### config.mk
export PLATFORM = sky130hd
export DESIGN_NAME = cpu_trace_uart_flat
export DESIGN_NICKNAME = d
export VERILOG_FILES = /design/src/rtl/cpu_trace_uart_if.sv /design/src/rtl/cpu_trace_uart.sv /design/src/flat_wrapper.sv
export SDC_FILE = /design/constraint.sdc
export NUM_CORES = 1
export LEC_CHECK = 0
export BUFFER_PORTS_ARGS = -buffer_cell sky130_fd_sc_hd__buf_2
export CORE_ASPECT_RATIO = 0.5
export CORE_MARGIN = 2
export CORE_UTILIZATION = 50
export CTS_CLUSTER_SIZE = 30
export DETAILED_ROUTE_END_ITERATION = 7
export PLACE_DENSITY = 0.68
export SYNTH_ARGS = -nofsm -noshare
export SYNTH_HDL_FRONTEND = slang
export SYNTH_SLANG_ARGS = --single-unit
### constraint.sdc
create_clock -name clk -period 10.5 [get_ports clk]
set_input_delay 0.525 -clock clk [delete_from_list [all_inputs] [get_ports clk]]
set_output_delay 0.525 -clock clk [all_outputs]
set_load 0.03 [all_outputs]
### src/rtl/cpu_trace_uart_if.sv
// ---------------------------------------------------------------------------
// cpu_trace_uart_if
//
// Bundles the CPU-side trace inputs and the UART-side outputs of
// cpu_trace_uart. The clock and reset stay as plain ports on the design.
//
// Signals:
//   clk_cpu   prescaled CPU clock (asynchronous to clk, synchronized inside)
//   pc        CPU program counter, 4 bits
//   inst      current instruction word, 8 bits
//   io_out    CPU output port, 4 bits
//   drop_clr  synchronous clear of the sticky drop flag
//   tx        UART serial output, idle high
//   busy      high while a trace line is being transmitted
//   drop      sticky flag: a CPU step arrived while busy
//
// Modports:
//   master  drives the CPU-side signals and observes the UART side
//   slave   the trace port itself
// ---------------------------------------------------------------------------
interface cpu_trace_uart_if;
  logic       clk_cpu;
  logic [3:0] pc;
  logic [7:0] inst;
  logic [3:0] io_out;
  logic       drop_clr;
  logic       tx;
  logic       busy;
  logic       drop;

  modport master (
    output clk_cpu, pc, inst, io_out, drop_clr,
    input  tx, busy, drop
  );

  modport slave (
    input  clk_cpu, pc, inst, io_out, drop_clr,
    output tx, busy, drop
  );
endinterface

### src/rtl/cpu_trace_uart.sv
// ---------------------------------------------------------------------------
// cpu_trace_uart
//
// Serial trace port for the 4-bit CPU board. Each rising edge of the
// prescaled CPU clock triggers one ASCII line describing the CPU state:
//
//   hex(pc) ':' hex(inst[7:4]) hex(inst[3:0]) ' ' hex(io_out) CR LF
//
// The line goes out over a UART, LSB first, one start bit and one stop bit
// per character. Characters follow each other with no idle gap. A step that
// arrives while a line is still being sent is discarded and latches the
// sticky drop flag.
//
// Parameters:
//   CLKS_PER_BIT  clk cycles per UART bit (2..65535, default 434 for
//                 115200 baud from a 50 MHz clock)
//
// Ports:
//   clk      system clock
//   reset_n  asynchronous active-low reset
//   trc      cpu_trace_uart_if.slave: clk_cpu, pc, inst, io_out, drop_clr
//            in; tx, busy, drop out (all outputs registered)
//
// Build option:
//   TRACE_UART_PARITY_EN  when defined, an even-parity bit (XOR of the data
//                         bits) is sent between data bit 7 and the stop bit
//                         (8E1). When undefined, frames are 8N1.
// ---------------------------------------------------------------------------
module cpu_trace_uart #(
  parameter int unsigned CLKS_PER_BIT = 434
) (
  input  logic             clk,
  input  logic             reset_n,
  cpu_trace_uart_if.slave  trc
);

`ifdef TRACE_UART_PARITY_EN
  typedef enum logic [2:0] {
    S_IDLE   = 3'd0,
    S_START  = 3'd1,
    S_DATA   = 3'd2,
    S_PARITY = 3'd3,
    S_STOP   = 3'd4
  } state_e;
`else
  typedef enum logic [1:0] {
    S_IDLE  = 2'd0,
    S_START = 2'd1,
    S_DATA  = 2'd2,
    S_STOP  = 2'd3
  } state_e;
`endif

  // Last value of the bit timer; the timer runs 0..CLKS_PER_BIT-1.
  localparam logic [15:0] TMR_LAST = 16'(CLKS_PER_BIT - 1);

  // ASCII hex digit, uppercase.
  function automatic logic [7:0] hex_ascii(input logic [3:0] v);
    logic [7:0] r;
    if (v < 4'd10) begin
      r = 8'h30 + {4'h0, v};
    end else begin
      r = 8'h37 + {4'h0, v};
    end
    return r;
  endfunction

  // Character idx (0..7) of the trace line for snapshot {pc, inst, io_out}.
  function automatic logic [7:0] line_char(input logic [15:0] snap,
                                           input logic [2:0]  idx);
    logic [7:0] r;
    case (idx)
      3'd0:    r = hex_ascii(snap[15:12]);
      3'd1:    r = 8'h3A;
      3'd2:    r = hex_ascii(snap[11:8]);
      3'd3:    r = hex_ascii(snap[7:4]);
      3'd4:    r = 8'h20;
      3'd5:    r = hex_ascii(snap[3:0]);
      3'd6:    r = 8'h0D;
      3'd7:    r = 8'h0A;
      default: r = 8'h0A;
    endcase
    return r;
  endfunction

`ifdef TRACE_UART_PARITY_EN
  // Even parity: the bit that makes the total count of ones even.
  function automatic logic even_parity(input logic [7:0] d);
    return ^d;
  endfunction
`endif

  logic        s1_q, s2_q, s3_q;
  state_e      state_q, state_d;
  logic [15:0] tmr_q, tmr_d;
  logic [2:0]  bit_q, bit_d;
  logic [2:0]  chr_q, chr_d;
  logic [15:0] snap_q, snap_d;
  logic        tx_q, tx_d;
  logic        busy_q, busy_d;
  logic        drop_q, drop_d;

  logic        step_s;
  logic        tmr_last_s;
  logic        line_done_s;
  logic        accept_s;
  logic [7:0]  chr_byte_s;

  // clk_cpu synchronizer (s1, s2) plus history flop s3 for edge detection.
  always_ff @(posedge clk or negedge reset_n) begin
    if (!reset_n) begin
      s1_q <= 1'b0;
      s2_q <= 1'b0;
      s3_q <= 1'b0;
    end else begin
      s1_q <= trc.clk_cpu;
      s2_q <= s1_q;
      s3_q <= s2_q;
    end
  end

  // Next-state logic: bit timing, character sequencing, capture and drop.
  always_comb begin
    state_d = state_q;
    tmr_d   = tmr_q;
    bit_d   = bit_q;
    chr_d   = chr_q;
    snap_d  = snap_q;
    drop_d  = drop_q;
    tx_d    = 1'b1;

    step_s      = s2_q & ~s3_q;
    tmr_last_s  = (tmr_q == TMR_LAST);
    // Final cycle of the LF stop bit: the line ends here, so a step in this
    // same cycle can start the next line without being dropped.
    line_done_s = (state_q == S_STOP) && tmr_last_s && (chr_q == 3'd7);
    accept_s    = step_s && ((state_q == S_IDLE) || line_done_s);

    // Bit timer runs in every non-idle state and restarts per bit.
    if (state_q == S_IDLE) begin
      tmr_d = 16'd0;
    end else if (tmr_last_s) begin
      tmr_d = 16'd0;
    end else begin
      tmr_d = tmr_q + 16'd1;
    end

    case (state_q)
      S_IDLE: begin
        state_d = S_IDLE;
      end
      S_START: begin
        if (tmr_last_s) begin
          state_d = S_DATA;
        end else begin
          state_d = S_START;
        end
      end
      S_DATA: begin
        if (tmr_last_s) begin
          bit_d = bit_q + 3'd1;
          if (bit_q == 3'd7) begin
`ifdef TRACE_UART_PARITY_EN
            state_d = S_PARITY;
`else
            state_d = S_STOP;
`endif
          end else begin
            state_d = S_DATA;
          end
        end else begin
          state_d = S_DATA;
        end
      end
`ifdef TRACE_UART_PARITY_EN
      S_PARITY: begin
        if (tmr_last_s) begin
          state_d = S_STOP;
        end else begin
          state_d = S_PARITY;
        end
      end
`endif
      S_STOP: begin
        if (tmr_last_s) begin
          chr_d = chr_q + 3'd1;
          if (chr_q == 3'd7) begin
            state_d = S_IDLE;
          end else begin
            state_d = S_START;
          end
        end else begin
          state_d = S_STOP;
        end
      end
      default: begin
        state_d = S_IDLE;
      end
    endcase

    // A new line overrides whatever the sequencing above decided.
    if (accept_s) begin
      state_d = S_START;
      tmr_d   = 16'd0;
      bit_d   = 3'd0;
      chr_d   = 3'd0;
      snap_d  = {trc.pc, trc.inst, trc.io_out};
    end else begin
      snap_d  = snap_q;
    end

    // Set wins over clear when both happen in the same cycle.
    if (step_s && !accept_s) begin
      drop_d = 1'b1;
    end else if (trc.drop_clr) begin
      drop_d = 1'b0;
    end else begin
      drop_d = drop_q;
    end

    // Outputs are computed from the next state so tx/busy are registered
    // and line up with the state they describe.
    chr_byte_s = line_char(snap_d, chr_d);
    case (state_d)
      S_IDLE:   tx_d = 1'b1;
      S_START:  tx_d = 1'b0;
      S_DATA:   tx_d = chr_byte_s[bit_d];
`ifdef TRACE_UART_PARITY_EN
      S_PARITY: tx_d = even_parity(chr_byte_s);
`endif
      S_STOP:   tx_d = 1'b1;
      default:  tx_d = 1'b1;
    endcase
    busy_d = (state_d != S_IDLE);
  end

  // State, counters, snapshot and registered outputs.
  always_ff @(posedge clk or negedge reset_n) begin
    if (!reset_n) begin
      state_q <= S_IDLE;
      tmr_q   <= 16'd0;
      bit_q   <= 3'd0;
      chr_q   <= 3'd0;
      snap_q  <= 16'd0;
      tx_q    <= 1'b1;
      busy_q  <= 1'b0;
      drop_q  <= 1'b0;
    end else begin
      state_q <= state_d;
      tmr_q   <= tmr_d;
      bit_q   <= bit_d;
      chr_q   <= chr_d;
      snap_q  <= snap_d;
      tx_q    <= tx_d;
      busy_q  <= busy_d;
      drop_q  <= drop_d;
    end
  end

  assign trc.tx   = tx_q;
  assign trc.busy = busy_q;
  assign trc.drop = drop_q;

endmodule

### src/flat_wrapper.sv
// flat-port wrapper written by rule: the top's interface ports become plain ports
module cpu_trace_uart_flat 
#(
  parameter int unsigned CLKS_PER_BIT = 434
)
  (clk, reset_n, trc_clk_cpu, trc_pc, trc_inst, trc_io_out, trc_drop_clr, trc_tx, trc_busy, trc_drop);
  cpu_trace_uart_if trc_i ();
  input  logic clk;
  input  logic reset_n;
  input wire logic [$bits(trc_i.clk_cpu)-1:0] trc_clk_cpu;
  input wire logic [$bits(trc_i.pc)-1:0] trc_pc;
  input wire logic [$bits(trc_i.inst)-1:0] trc_inst;
  input wire logic [$bits(trc_i.io_out)-1:0] trc_io_out;
  input wire logic [$bits(trc_i.drop_clr)-1:0] trc_drop_clr;
  output wire logic [$bits(trc_i.tx)-1:0] trc_tx;
  output wire logic [$bits(trc_i.busy)-1:0] trc_busy;
  output wire logic [$bits(trc_i.drop)-1:0] trc_drop;
  assign trc_i.clk_cpu = trc_clk_cpu;
  assign trc_i.pc = trc_pc;
  assign trc_i.inst = trc_inst;
  assign trc_i.io_out = trc_io_out;
  assign trc_i.drop_clr = trc_drop_clr;
  assign trc_tx = trc_i.tx;
  assign trc_busy = trc_i.busy;
  assign trc_drop = trc_i.drop;
  cpu_trace_uart #(.CLKS_PER_BIT(CLKS_PER_BIT)) u_core (.clk(clk), .reset_n(reset_n), .trc(trc_i));
endmodule
Yosys cells after proc, flatten, opt, wreduce, memory -nomap -nowiden
Index checks and enable logic that the tools add are counted.
W data, S select, Z words.
- reduce and logical (&&, ||, !) cells: 12
- equality and inequality tests: 16
- bitwise gates (word level): 2
- $lt $le $gt $ge: 5
- add/subtract/negate cells: 11
- mux-type cells: 27
- operator list (kind ; number):
    $mux W16 ; 4
    $pmux W8 S8 ; 1
    $add A6 B4 Y7 const A ; 8
    $mux W8 ; 4
    $eq A3 B3 Y1 const B ; 6
    $mux W3 ; 6
    $add A16 B1 Y16 const B ; 1
    $eq A16 B9 Y1 const B ; 1
    $lt A4 B4 Y1 const B ; 4
    $eq A2 B2 Y1 const B ; 4
    $pmux W2 S4 ; 1
    $add A3 B1 Y3 const B ; 2
    $eq A3 B2 Y1 const B ; 2
    $mux W1 ; 6
    $mux W2 ; 3
    $eq A2 B1 Y1 const B ; 2
    $logic_and A1 B1 Y1 ; 4
    $logic_not A2 Y1 ; 2
    $lt A3 B4 Y1 const B ; 1
    $reduce_bool A2 Y1 ; 2
    $bmux W1 S3 ; 1
    $eq A3 B1 Y1 const B ; 1
    $logic_not A3 Y1 ; 1
    $pmux W1 S3 ; 1
    other kinds (5) ; 5
- input port bits: 20
- output and inout bits: 3
- word-level logic and storage cells: 84
- register bits: 46

Logic depth before layout (Yosys ltp)
Gate-level depths: netlist of run 1.
- word-level depth: 12
- gate-level depth with buffers: 18
- gate-level depth less buffers: 15

Worst setup path after synthesis of run 1
Ideal clock, no wire load.
- kind: register to register
- start point: register u_core.chr_q[1]
- end point: register u_core.tx_q (netlist: u_core.trc.tx)
- required time: 10.411 ns
- library setup time: 0.089 ns
- arrival: 3.593 ns
- path slack: 6.817 ns
- period minus slack after synthesis: 3.683 ns
- path buffers: 3
- cell stages (with the launch flop): 17
- cell sequence: dfrtp_1 -> ha_1 -> ha_1 -> nand3b_1 -> or2_4 -> o21a_4 -> buf_4 -> buf_1 -> buf_1 -> mux2i_1 -> ha_1 -> inv_1 -> or3_1 -> a31o_2 -> a31o_2 -> o311a_1 -> o32ai_2
- word-level cells in the longest chain between the ends: 11
- elaborated cells on any way between the ends: 47
- those cells by class: 9 x add/sub; 4 x order compare; 11 x eq/ne; 17 x mux; 6 x reduce/logical
- RTL lines (item ; line ; RTL):
    from (decl) ; cpu_trace_uart.sv:97 ; logic [2:0] chr_q, chr_d;
    from (signal assigned) ; cpu_trace_uart.sv:252 ; chr_q <= chr_d;
    $eq A3 B3 Y1 ; cpu_trace_uart.sv:136, cpu_trace_uart.sv:187 ;
    $logic_and A1 B1 Y1 ; cpu_trace_uart.sv:136 ; line_done_s = (state_q == S_STOP) && tmr_last_s && (chr_q == 3'd7);
    $logic_or A1 B1 Y1 ; cpu_trace_uart.sv:137 ; accept_s = step_s && ((state_q == S_IDLE) || line_done_s);
    $logic_and A1 B1 Y1 ; cpu_trace_uart.sv:137 ;
    $mux W16 ; cpu_trace_uart.sv:202 ; if (accept_s) begin
    $add A6 B4 Y7, or another cell as far along ; cpu_trace_uart.sv:63 ; r = 8'h37 + {4'h0, v};
    $mux W8 ; cpu_trace_uart.sv:60 ; if (v < 4'd10) begin
    $pmux W8 S8 ; cpu_trace_uart.sv:72 ; case (idx)
    $bmux W1 S3 ; cpu_trace_uart.sv:227 ; S_DATA: tx_d = chr_byte_s[bit_d];
    $mux W1 (not written as such) ; cpu_trace_uart.sv:227 ;
    $pmux W1 S3 * ; cpu_trace_uart.sv:224 ; case (state_d)
    net u_core.tx_d ; cpu_trace_uart.sv:99 ; logic tx_q, tx_d;
    to (signal assigned) ; cpu_trace_uart.sv:254 ; tx_q <= tx_d;
    to (decl) ; cpu_trace_uart.sv:99 ;
Mark *: on every way through the listed nets, which the timed path passes. The rest lies on a longest branch. The select of a mux whose other input is x is not followed.
A chain may end at the register's enable or synchronous reset.

Final worst setup path of run 1
- start point: register u_core.chr_q[0]
- end point: register u_core.tx_q (netlist: u_core.trc.tx)
Same word-level chain as after synthesis.

==> metrics.txt, run 1 <==
CP startpoint kind flop; CTS Buf Count 5; Vias approximately 2800; period utilization approximately 36%; CP Launch Point u_core.chr_q[0]; flops & latches, synth 46; die area approximately 0.0071 mm²; # diodes 0; Rel. slew slack 31.66%; Slew Viols, Final 0; drt pass-1 iters 5; Top FF cell, synth dfrtp_1; CTS tree built; Post-Syn Area per Cell approximately 8.7 µm²; RSZ-0062 raised after global routing no; Worst-Margin Slew around 1000 ps; M2 GR Usage 35.47%; dpl ws between 6000 and 7000 ps; initial cell density of the core 52.27%; Max VDD drop 0.00008942 V; max cap viols 0; Mapped Area approximately 0.0032 mm²; DP HPWL 5690 µm; DRT iter0 DRCs between 200 and 300; Seq/Total Area, Yosys 35.96%; Tightest Hold Check Type in2reg; fillers 570; # setup viols final 0; Avg Vias per Cell 5.860; syn nets approximately 400; first-pass GRT wire length around 12000 µm; Die H 60.61 µm; clk sinks 46; Total Wirelength 7566 µm; pwr/cell area about 140 mW/mm²; hold buffer count at CTS 0; initial antenna violation count 0; met3 GRT Util under 10%; Pleak roughly 1.5 nW; Async S/R FF share, synth 100.0%; DRC 0; share of layout cells above drive strength 1 between 10% and 20%; Final WS setup about 6700 ps; Core Area between 0.006 and 0.007 mm²; GR peak layer met2; maximum clock insertion buffer count 2; arrival time at the worst endpoint 4020 ps; Fmax between 200 and 300 MHz; clock root buffer clkbuf_16; grt met1 use between 30% and 40%; Resize count post-CTS 0; IO Count 23; vias in the first global route approximately 2500; Port Buffers 22; YS warnings 0; HP Start trc_clk_cpu; WS Path Type reg2reg; Wirelength per Cell ~16 µm; Hold Fails Final Rpt 0; largest net degree at the start of global routing between 40 and 50; Final ANT Viol Nets 0; Final nets around 410; worst path required time 10710 ps; clk slew on worst S/H paths about 60 ps; Clk Latency, worst-skew pair between 200 and 300 ps; Area Overhead vs Synth 9.371%; GRT Total Usage between 20% and 30%; CP Max Fanout 30; Worst setup EP type flop; RR Startpoint u_core.chr_q[0]; grt total ovfl 0; die width between 100 and 150 µm; Post-synth EDFFs 0; H-tree depth 2; Final TNS setup 0 ps; Synth cell types 70; postcts setup bufs 0; Setup Skew about 5.3 ps; min Tclk post-route 3814 ps; Syn Inst Count between 300 and 400; RD Place Congestion about 0.90; FP Rows 20; outcome completed
## through the flow
step / cell area, µm² / utilization, % / instances / total power [mW] / hold WS (ps)
after floorplan: 3204 / - / 368 / 0.3183 / 229.4
after global placement: 3358 / 54.78 / 464 / 0.3410 / 333.3
after detailed placement: 3358 / 54.78 / 464 / 0.3493 / 336.2
after CTS: 3505 / 57.16 / 472 / 0.5085 / 336.1
after global routing: 3505 / 57.16 / 472 / 0.5368 / 331.2
final: 3505 / 57.16 / 472 / 0.5054 / 337.6
## per-layer routing
layer / vias to the layer above / share of wire [%]
met4: 0 / 0.73
met2: 82 / 44
met3: 8 / 5.7
li1: 1347 / -
met1: 1329 / 49
met5: - / 0
## logic make-up (layout without fill, tap and decap cells)
family                   after synthesis  in the layout  share of synthesized area (%)
multiplexers                          13             13                          5.037
AND/OR/NAND/NOR                      163            163                          26.47
buffers and inverters                 35             51                          4.647
flip-flops                            46             46                          35.96
adder cells (fa/ha/maj)               11             11                          4.295
XOR/XNOR                              22             22                          6.013
AO/OA/AOI/OAI                         78             78                          17.57
## cells in the mapped netlist, drive strengths merged, types with 4 or more instances
library cell	count	area, µm²
nand3	13	65.06
a21oi	14	70.07
dfrtp	45	1126
xnor2	8	70.07
nand2b	6	37.54
clkbuf	8	30.03
nand4	4	25.02
xor2	14	122.6
o211ai	4	30.03
mux2i	11	135.1
nor2	37	141.4
inv	20	75.07
o21ai	22	110.1
ha	11	137.6
nor3	12	60.06
nor4	6	43.79
nor3b	5	37.54
a211oi	7	62.56
nand2	54	202.7
buf	7	43.79
## layout by cell type, fill, tap and decap left out, types with 3 or more instances in the layout
| cell | Yosys | final |
|---|---|---|
| nor2b_1 | 3 | 3 |
| clkbuf_16 | 0 | 5 |
| inv_1 | 20 | 20 |
| nand3_1 | 13 | 13 |
| xor2_1 | 14 | 14 |
| o21ai_0 | 19 | 19 |
| nand4_1 | 4 | 4 |
| nor2_1 | 36 | 36 |
| o211ai_1 | 4 | 4 |
| and3_1 | 3 | 3 |
| o21ai_1 | 3 | 3 |
| nor3b_1 | 5 | 5 |
| nor4_1 | 5 | 5 |
| mux2i_1 | 9 | 9 |
| nand2b_1 | 6 | 6 |
| dfrtp_1 | 45 | 45 |
| a211oi_1 | 5 | 5 |
| a31o_2 | 3 | 3 |
| nor3_1 | 12 | 12 |
| nand2_1 | 54 | 54 |
| ha_1 | 11 | 11 |
| a21oi_1 | 14 | 14 |
| xnor2_1 | 8 | 8 |
| buf_2 | 2 | 22 |
| nand4b_1 | 3 | 3 |
## critical path: stages, from the launching register on
cell	delay [ps]
dfrtp_1	690
ha_1	240
ha_1	190
nand3b_1	120
or2_4	300
o21a_4	330
mux2i_1	330
ha_1	270
nand2_1	90
nor3b_1	210
a211oi_1	80
a211oi_1	250
a31oi_1	80
a21oi_1	210
nor4_2	90
o32ai_2	250
## final cells by class
class | count | area (µm²) | share of cell area (%)
Timing Repair Buffer | 23 | 117.6 | 3.356
Inverter | 20 | 75.07 | 2.142
Clock inverter | 3 | 21.27 | 0.6069
Clock buffer | 5 | 125.1 | 3.570
Tap cell | 88 | 110.1 | 3.142
Sequential cell | 46 | 1152 | 32.88
Multi-Input combinational cell | 287 | 1903 | 54.30
## path summary, 6_finish.rpt
kind | to | slack (ps) | cells after the start
max | u_core.trc.tx | 6690 | 15
min | u_core.s1_q | 340 | 1
max reg2reg | u_core.trc.tx | 6690 | 15
min reg2reg | u_core.s2_q | 350 | 0
max in group asynchronous | u_core.snap_q[0] | 9460 | 1
min in group asynchronous | u_core.tmr_q[7] | 410 | 1
## registers in the layout, indices dropped and copies added (netlist names)
register	flops
u_core.snap_q	16
u_core.tmr_q	16
u_core.bit_q	3
u_core.chr_q	3
u_core.state_q	2
u_core.s1_q	1
u_core.s2_q	1
u_core.s3_q	1
u_core.trc.busy	1
u_core.trc.drop	1
u_core.trc.tx	1
## report_power, final
group | switching [mW] | leakage [nW] | internal [mW]
Clock | 0.0711 | 0.0698 | 0.0882
Sequential | 0.0300 | 0.570 | 0.202
Combinational | 0.0604 | 0.866 | 0.0533
Power figures use the tool's default switching activity.
==> run 2, diff against run 1 <==
PLACE_DENSITY = 0.71   (was 0.68)
clock period = 3.4 ns   (was 10.5 ns; I/O delays follow)
==> run 2 against run 1 <==
Compared with the run above: sequential share of layout area shrank 2.0 points; critical path type unchanged; first-iteration DRC count grew 14%; sequential power grew to 3.1 times the previous value; hold slack lost 270 ps; maximum frequency grew 17%; count of clock-buffer cells in the layout grew 1; setup slack lost 6500 ps; non-clock buffer count grew 20; power grew to 3.2 times the previous value; core utilization grew 3.7 points; clock power grew to 3.1 times the previous value; register-to-register slack lost 6500 ps.
==> metrics.txt, run 2 (same netlist as run 1, synthesis figures left out) <==
cell internal pwr around 1.1 mW; hold_ws roughly 70 ps; Total Wirelength between 8000 and 9000 µm; # setup viols final 0; clk slew on worst S/H paths ~70 ps; Reg2Reg Depth 11; Vias approximately 2900; Seq pwr share between 40 and 50%; Worst-Margin Slew 1058 ps; Setup Skew approximately 8 ps; grt total ovfl 0; arrival time at the worst endpoint between 3000 and 4000 ps; H-tree depth 2; min Tclk post-route 3251 ps; net load switching power 505.2 µW; Clk Latency, worst-skew pair 290 ps; WS Path Type reg2reg; CP Max Fanout 7; IO Count 23; Tightest Hold Check Type in2async; GRT Total Usage 24.63%; area taken by multi-input logic gates approximately 0.0020 mm²; # diodes 0; pwr/cell area 430.2 mW/mm²; Logic pwr share approximately a quarter; critical path, cell by cell inv_1, ha_2, nor4bb_1, nand4_1, nor4_1, o32ai_2, a221o_1, a41oi_1, a311o_2, nor4_4, o32ai_2; register area between 0.001 and 0.0015 mm²; vias in the first global route roughly 2700; period utilization 95.61%; initial antenna violation count 0; initial cell density of the core 52.27%; Final ANT Viol Nets 0; Fmax 307.6 MHz; CTS Buf Count 5; max cap viols 0; worst path required time 3610 ps; clock root buffer clkbuf_16; DP HPWL 5820 µm; Slew Viols, Final 0; clock power share approximately 30%; DRT iter0 DRCs 337; Worst setup EP type flop; Wirelength per Cell 16.36 µm; Cell Area, Placed ~0.0035 mm²; clk sinks 46; CTS tree built; Core Area a little over 0.006 mm²; die width between 100 and 150 µm; first-pass GRT wire length approximately 13000 µm; RD Place Congestion between 0.9 and 1; fillers 548; Final nets roughly 430; commonest non-fill, non-tap cell in the layout nand2_1; die area around 0.0071 mm²; slowest CP cell nor4_1; cell mode on critical path o32ai_2; Pleak about 1.6 nW; Final Instance Area between 0.003 and 0.004 mm²; Die H around 60 µm; commonest cells after routing, fill and taps aside nand2_1 (54), dfrtp_1 (45), nor2_1 (36); FP Rows 20; Max VDD drop roughly 0.00039 V; Rel. slew slack between 20% and 30%; Largest regs u_core.snap_q (16), u_core.tmr_q (16); CP peak stage delay 520 ps; CP startpoint kind flop; placed cell count about 480; Avg Vias per Cell 5.884; Port Buffers 22; Area Overhead vs Synth 16.52%; largest net degree at the start of global routing 47; Finished Layout Cells ~500; Hold Fails Final Rpt 0; maximum clock insertion buffer count 2; switching part of the total 31.46%; drt pass-1 iters 5; outcome completed; share of layout cells above drive strength 1 roughly a fifth; DRC 0
[run 2: cell types whose count changed in the layout (fill, tap and decap cells not counted), sizes merged]
cell and change:
clkinvlp -1, clkbuf +1, dlygate4sd3 +1, buf +19
[run 2: metrics by stage]
step / utilization (%) / setup slack [ps] / TNS [ps] / total power [mW]
final: 60.90 / 149.4 / 0 / 1.606
after global routing: 60.90 / -7.417 / -7.417 / 1.703
after CTS: 59.22 / 59.57 / 0 / 1.572
after detailed placement: 56.73 / 80.02 / 0 / 1.081
after global placement: 56.73 / 197.4 / 0 / 1.064
after floorplan: - / -55.73 / -55.73 / 0.9840
[run 2: final timing paths]
path | from | end | slack [ps]
worst min register to register | u_core.s1_q | u_core.s2_q | 350
worst min-delay path | reset_n | u_core.chr_q[2] | 70
worst max-delay path | u_core.tmr_q[1] | u_core.trc.tx | 150
worst max register to register | u_core.tmr_q[1] | u_core.trc.tx | 150
min in group clk | trc_drop_clr | u_core.trc.drop | 70
max in group asynchronous | reset_n | u_core.snap_q[6] | 2680
[run 2: worst max-delay path, delay by kind of cell, from the launching register on]
family | cells | cell delay (ps)
AND/OR/NAND/NOR | 4 | 1270
AO/OA/AOI/OAI | 5 | 1270
buffers and inverters | 1 | 70
flip-flops | 1 | 400
adder cells (fa/ha/maj) | 1 | 170
[run 2: cell type report]
class,count,share of cell area (%)
multi-input combinational,287,52.68
clock inverter,2,0.3686
sequential,46,30.86
inverter,20,2.011
clock buffer,6,3.452
timing repair buffer,43,7.674
tap,88,2.949
[run 2: metal layers]
layer  part of all wire [%]  GRT usage [%]
met1                     49          34.35
met4                    1.3          6.891
met2                     43          38.51
met5                      0              0
met3                    6.7          6.394
[run 2: power by group through the flow]
stage          logic (mW)  clock network, mW  registers [mW]
2_1_floorplan       0.287                  0           0.697
3_3_place_gp        0.352                  0           0.712
3_5_place_dp        0.366                  0           0.716
4_1_cts             0.370              0.496           0.706
5_1_grt             0.465              0.520           0.718
6_report            0.413              0.486           0.708
[run 2: timing repair]
| action | CTS | global route |
|---|---|---|
| setup buffers | 0 | 7 |
| resized for setup | 0 | 11 |
| endpoints found under the hold margin | 1 | 0 |
| hold buffers | 1 | 0 |
| setup endpoints to repair | 0 | 1 |
